**config.mk**
```make
export PLATFORM = sky130hd
export DESIGN_NAME = mem_access_stage
export DESIGN_NICKNAME = d
export VERILOG_FILES = /design/src/rtl/mem_access_stage.sv
export SDC_FILE = /design/constraint.sdc
export NUM_CORES = 1
export LEC_CHECK = 0
export CAP_MARGIN = 5
export CORE_ASPECT_RATIO = 1.25
export CORE_MARGIN = 5
export CORE_UTILIZATION = 53
export DETAILED_ROUTE_END_ITERATION = 8
export PLACE_DENSITY = 0.95
export SYNTH_ARGS = -nofsm -noshare
export SYNTH_HDL_FRONTEND = slang
export SYNTH_SLANG_ARGS = --single-unit
export TNS_END_PERCENT = 50
```
**constraint.sdc**
```tcl
create_clock -name clk -period 7.9 [get_ports clk]
set_clock_uncertainty 0.2 [all_clocks]
set_input_delay 1.58 -clock clk [delete_from_list [all_inputs] [get_ports clk]]
set_output_delay 1.58 -clock clk [all_outputs]
set_load 0.02 [all_outputs]
```
**src/rtl/mem_access_stage.sv**
```systemverilog
// mem_access_stage: RV64I load/store unit sitting between execute and writeback.
// Drives a req/gnt/rvalid data-memory port, aligns byte lanes for stores,
// extracts and extends load data, and stalls upstream while an access is in flight.
module mem_access_stage #(
  parameter int XLEN    = 64,
  parameter int TIMEOUT = 255
) (
  input  logic            clk,
  input  logic            rst_n,
  input  logic            in_valid,
  output logic            in_ready,
  input  logic            mem_read,
  input  logic            mem_write,
  input  logic [2:0]      funct3,
  input  logic [XLEN-1:0] alu_result,
  input  logic [XLEN-1:0] rs2_data,
  input  logic [4:0]      rd,
  input  logic            reg_write,
  output logic            dmem_req,
  output logic            dmem_we,
  output logic [XLEN-1:0] dmem_addr,
  output logic [XLEN/8-1:0] dmem_be,
  output logic [XLEN-1:0] dmem_wdata,
  input  logic            dmem_gnt,
  input  logic            dmem_rvalid,
  input  logic [XLEN-1:0] dmem_rdata,
  output logic            out_valid,
  output logic [XLEN-1:0] out_data,
  output logic [4:0]      out_rd,
  output logic            out_reg_write,
  output logic [1:0]      out_err
);

  localparam int NB = XLEN / 8;
  localparam logic [15:0] TO_LIMIT = 16'(TIMEOUT);

  typedef enum logic [1:0] {
    S_IDLE = 2'd0,
    S_REQ  = 2'd1,
    S_WAIT = 2'd2
  } state_t;

  state_t          state;
  logic [XLEN-1:0] addr_q;
  logic [XLEN-1:0] wdata_q;
  logic [NB-1:0]   be_q;
  logic            we_q;
  logic [2:0]      funct3_q;
  logic [4:0]      rd_q;
  logic            reg_write_q;
  logic [15:0]     cnt_q;

  logic            accept;
  logic            is_mem;
  logic            misaligned;
  logic            bad_access;
  logic [NB-1:0]   size_mask;
  logic [NB-1:0]   be_in;
  logic [XLEN-1:0] wdata_in;
  logic            rsp_done;
  logic            timeout_hit;
  logic [XLEN-1:0] load_result;

  // Shift the read word down to the addressed lane, then truncate and extend by access type.
  function automatic logic [XLEN-1:0] extend_load(input logic [XLEN-1:0] rdata,
                                                  input logic [2:0] off,
                                                  input logic [2:0] f3);
    logic [XLEN-1:0] sh;
    logic [XLEN-1:0] res;
    sh = rdata >> {off, 3'b000};
    case (f3)
      3'b000:  res = {{(XLEN-8){sh[7]}}, sh[7:0]};
      3'b001:  res = {{(XLEN-16){sh[15]}}, sh[15:0]};
      3'b010:  res = {{(XLEN-32){sh[31]}}, sh[31:0]};
      3'b100:  res = {{(XLEN-8){1'b0}}, sh[7:0]};
      3'b101:  res = {{(XLEN-16){1'b0}}, sh[15:0]};
      3'b110:  res = {{(XLEN-32){1'b0}}, sh[31:0]};
      default: res = sh;
    endcase
    return res;
  endfunction

  assign in_ready   = (state == S_IDLE);
  assign dmem_req   = (state == S_REQ);
  assign dmem_we    = dmem_req & we_q;
  assign dmem_addr  = dmem_req ? {addr_q[XLEN-1:3], 3'b000} : '0;
  assign dmem_be    = dmem_req ? be_q : '0;
  assign dmem_wdata = dmem_req ? wdata_q : '0;

  // Decode the incoming instruction: lane mask, store data alignment and legality.
  always_comb begin
    accept     = in_valid & in_ready;
    is_mem     = mem_read | mem_write;
    size_mask  = '0;
    misaligned = 1'b0;
    case (funct3[1:0])
      2'd0: size_mask = 8'h01;
      2'd1: begin size_mask = 8'h03; misaligned = alu_result[0];      end
      2'd2: begin size_mask = 8'h0F; misaligned = |alu_result[1:0];   end
      default: begin size_mask = 8'hFF; misaligned = |alu_result[2:0]; end
    endcase
    bad_access  = misaligned | (funct3 == 3'b111) | (mem_write & funct3[2]) |
                  (mem_read & mem_write);
    be_in       = size_mask << alu_result[2:0];
    wdata_in    = rs2_data << {alu_result[2:0], 3'b000};
    rsp_done    = ((state == S_REQ) & dmem_gnt & dmem_rvalid) |
                  ((state == S_WAIT) & dmem_rvalid);
    timeout_hit = (state == S_WAIT) & ~dmem_rvalid & (TO_LIMIT != 16'd0) &
                  ((cnt_q + 16'd1) == TO_LIMIT);
    load_result = extend_load(dmem_rdata, addr_q[2:0], funct3_q);
  end

  // Access FSM with registered writeback outputs; reset abandons any in-flight access.
  always_ff @(posedge clk or negedge rst_n) begin
    if (!rst_n) begin
      state         <= S_IDLE;
      addr_q        <= '0;
      wdata_q       <= '0;
      be_q          <= '0;
      we_q          <= 1'b0;
      funct3_q      <= 3'b000;
      rd_q          <= 5'd0;
      reg_write_q   <= 1'b0;
      cnt_q         <= 16'd0;
      out_valid     <= 1'b0;
      out_data      <= '0;
      out_rd        <= 5'd0;
      out_reg_write <= 1'b0;
      out_err       <= 2'b00;
    end else begin
      out_valid <= 1'b0;
      case (state)
        S_IDLE: begin
          if (accept) begin
            if (!is_mem) begin
              out_valid     <= 1'b1;
              out_data      <= alu_result;
              out_rd        <= rd;
              out_reg_write <= reg_write;
              out_err       <= 2'b00;
            end else if (bad_access) begin
              out_valid     <= 1'b1;
              out_data      <= alu_result;
              out_rd        <= rd;
              out_reg_write <= 1'b0;
              out_err       <= 2'b01;
            end else begin
              addr_q      <= alu_result;
              wdata_q     <= wdata_in;
              be_q        <= be_in;
              we_q        <= mem_write;
              funct3_q    <= funct3;
              rd_q        <= rd;
              reg_write_q <= reg_write;
              state       <= S_REQ;
            end
          end
        end
        S_REQ: begin
          if (dmem_gnt) begin
            cnt_q <= 16'd0;
            state <= rsp_done ? S_IDLE : S_WAIT;
          end
        end
        S_WAIT: begin
          if (rsp_done) begin
            state <= S_IDLE;
          end else if (timeout_hit) begin
            state <= S_IDLE;
          end else begin
            cnt_q <= cnt_q + 16'd1;
          end
        end
        default: state <= S_IDLE;
      endcase
      if (rsp_done) begin
        out_valid     <= 1'b1;
        out_data      <= we_q ? addr_q : load_result;
        out_rd        <= rd_q;
        out_reg_write <= reg_write_q;
        out_err       <= 2'b00;
      end else if (timeout_hit) begin
        out_valid     <= 1'b1;
        out_data      <= addr_q;
        out_rd        <= rd_q;
        out_reg_write <= 1'b0;
        out_err       <= 2'b10;
      end
    end
  end

endmodule

```
==> impl_results.md <==
- Total power: 4.753 mW
- Worst-Margin Slew: 1.287 ns
- Leading area contributor after synthesis: dfrtp_1
- Initial antenna violation count: 3
- Final setup vio count: 0
- DRT Pass-1 Iters: 6
- CTS tree: yes
- Dpl cells: 2303
- Die area: 31390 µm²
- Final Slew Violations: 0
- Post-place instance area: 19010 µm²
- Synth unique cells: 67
- CP Buf/Inv Count: 2
- Leak: 8.449 nW
- Final period util: 63.94%
- WS Path Type: reg2out
- Top Family by Delay on Critical Path: simple AND/OR/NAND/NOR gates
- Top area cells in the synthesized netlist: dfrtp_1 (40%), mux2i_1 (7.3%), nand2_1 (7.0%)
- CTS H-tree depth: 1
- DP HPWL: 42.27 mm
- Fmax: 198.0 MHz
- Post-synth EDFFs: 0
- Largest stage delay on the critical path: 1.01 ns
- CP Cell Sequence: nor2b_4 > buf_12 > and2_1 > clkdlybuf4s50_1
- RSZ-0062 raised after global routing: false
- Routed Antenna Nets: 0
- CP Data Required Time: slightly above 6 ns
- Vias: 15060
- Max-cap violations: 0
- Iter 0 DRT Violations: 1777
- Seq/Total Area, Yosys: 40.07%
- Setup bufs post-CTS: 0
- Layout Nets: 2190
- Slowest cell on crit path: nor2b_4
- Vias/cell: 6.414
- Design area: 19790 µm²
- Hold Slack: about 0.28 ns
- Setup crit end kind: primary output
- CTS Buffer Depth: 3
- Wire per inst: 24.70 µm
- Mean area per synthesized cell: 8.894 µm²
- Core Area: 27570 µm²
- Die height: 196.8 µm
- Cell Pwr Density: 240.2 nW/µm²
- Clk root buf: clkbuf_16
- Setup WS post-layout: 2.849 ns
- Run status: completed
- Reg clk slew, reported paths: around 0.07 ns
- GRT Residual Overflow: 0
- Final WL: 57.99 mm
- Largest net degree at the start of global routing: approximately 120
- Yosys warns: 0
- Starting density of the core: 53.69%
- Cells after synthesis: 1664
- Min-Delay Path Class: reg2reg
- Share of the synthesized area in the top cell type: about two fifths
- Syn-to-layout area delta: 33.69%
- Post-CTS Hold Buffers: 0
- Most used DFF post-synth: dfrtp_1
- Post-Layout Cell Count: 2348
- Minimum clock period: 5.051 ns
- Placement Rows: 68
- Core Util, Final: 71.78%
- Critical Path Start Type: flip-flop
- Peak supply drop: 0.0001418 V
- Most frequent cells in the layout: clkdlybuf4s50_1 (413), nand2_1 (276), dfrtp_1 (235)
- Slew headroom: 13.52%
- Fraction of layout cells with a size suffix above 1: about 8.5%
- Post-synthesis instance area: 14800 µm²
- Crit-path max FO: 82
- Post-Place Worst Slack: ~2.9 ns
- Port Buffers: 416
- R2R setup slack: 3.79 ns
- Die W: 159.5 µm
- First-pass GRT wire length: 87.92 mm
- Clock sink total: 237
- Commonest non-fill, non-tap cell in the layout: clkdlybuf4s50_1
- Final Hold Vio Count: 0
- Clock buffer count from CTS: 24
- Number of remaining DRC errors: 0
- #FFs+latches synth: 237
- Final TNS setup: 0 ns
- Clk Latency, worst-skew pair: between 0.5 and 0.6 ns
- Number of global-route vias before repair: roughly 15000
- Post-CTS Resized: 0
- Worst EP arrival: 3.27 ns
- Tot GR Track Use: 35.15%
- Synth async-reset ratio: 100.0%
- Placer Congestion: 1.006
- IO Count: 420
==> synthesized netlist by cell type, types with 12 or more instances <==
master and n:
nand3_1 30, mux2_2 78, nand2b_1 36, a32o_1 16, a2bb2oi_1 19, buf_2 23, nor2b_1 18, dfrtp_1 237
inv_1 25, mux2i_1 108, clkbuf_1 105, o21ai_0 117, and2_1 136, o31ai_1 34, nand2_1 276, mux4_2 16
a21o_1 13, a31oi_1 22, buf_1 12, o21a_1 15, nor2_1 93, a21oi_1 77
==> metal layers <==
| metal | GRT usage (%) | up-vias | part of all wire [%] |
|---|---|---|---|
| met5 | 0 | - | 0.047 |
| met3 | 7.927 | 201 | 10 |
| li1 | - | 6524 | - |
| met1 | 41.72 | 7220 | 35 |
| met2 | 59.73 | 1110 | 48 |
| met4 | 18.52 | 4 | 6.6 |
==> power by group <==
| part | internal, mW | switching [mW] | leakage [nW] | total (mW) |
|---|---|---|---|---|
| clock | 0.620 | 0.504 | 0.374 | 1.12 |
| sequential | 1.53 | 0.272 | 2.94 | 1.80 |
| combinational | 0.819 | 1.01 | 5.14 | 1.83 |
==> worst min-delay path: stages (launching register included) <==
cell and delay (ns):
dfrtp_1 0.34, nand2_1 0.04, o21ai_0 0.06
==> final timing paths <==
check	start	to	depth (start not counted)
worst max-delay path	state[0]	dmem_addr[11]	4
min in group asynchronous	rst_n	rd_q[4]	1
worst max register to register	addr_q[2]	out_data[62]	8
max in group asynchronous	rst_n	addr_q[45]	2
worst min-delay path	wdata_q[44]	wdata_q[44]	2
worst min register to register	wdata_q[44]	wdata_q[44]	2
==> cell families after synthesis <==
group           count (synthesis)  synth area share, %
xor+xnor                        5               0.2959
fa+ha+maj                       2               0.1690
flops                         237                40.07
compound gates                413                18.51
simple gates                  632                20.48
other cells                     1              0.02534
buf+inv                       171                4.666
mux                           203                15.77
==> flip-flops by register name, summed over array words and instances (netlist names) <==
name / flops
addr_q: 64
out_data: 64
wdata_q: 64
cnt_q: 16
be_q: 8
out_rd: 5
rd_q: 5
funct3_q: 3
out_err: 2
state: 2
out_reg_write: 1
out_valid: 1
reg_write_q: 1
we_q: 1
==> area by class of cell <==
class | instances | area [µm²]
fill | 2031 | 7780
tap | 350 | 437.9
clock buffer | 35 | 701.9
inverter | 26 | 97.59
sequential | 237 | 5936
multi-input combinational | 1258 | 8234
antenna | 1 | 2.502
timing repair buffer | 433 | 4314
clock inverter | 8 | 62.56
Note: power is estimated with default switching activity, not from simulation.
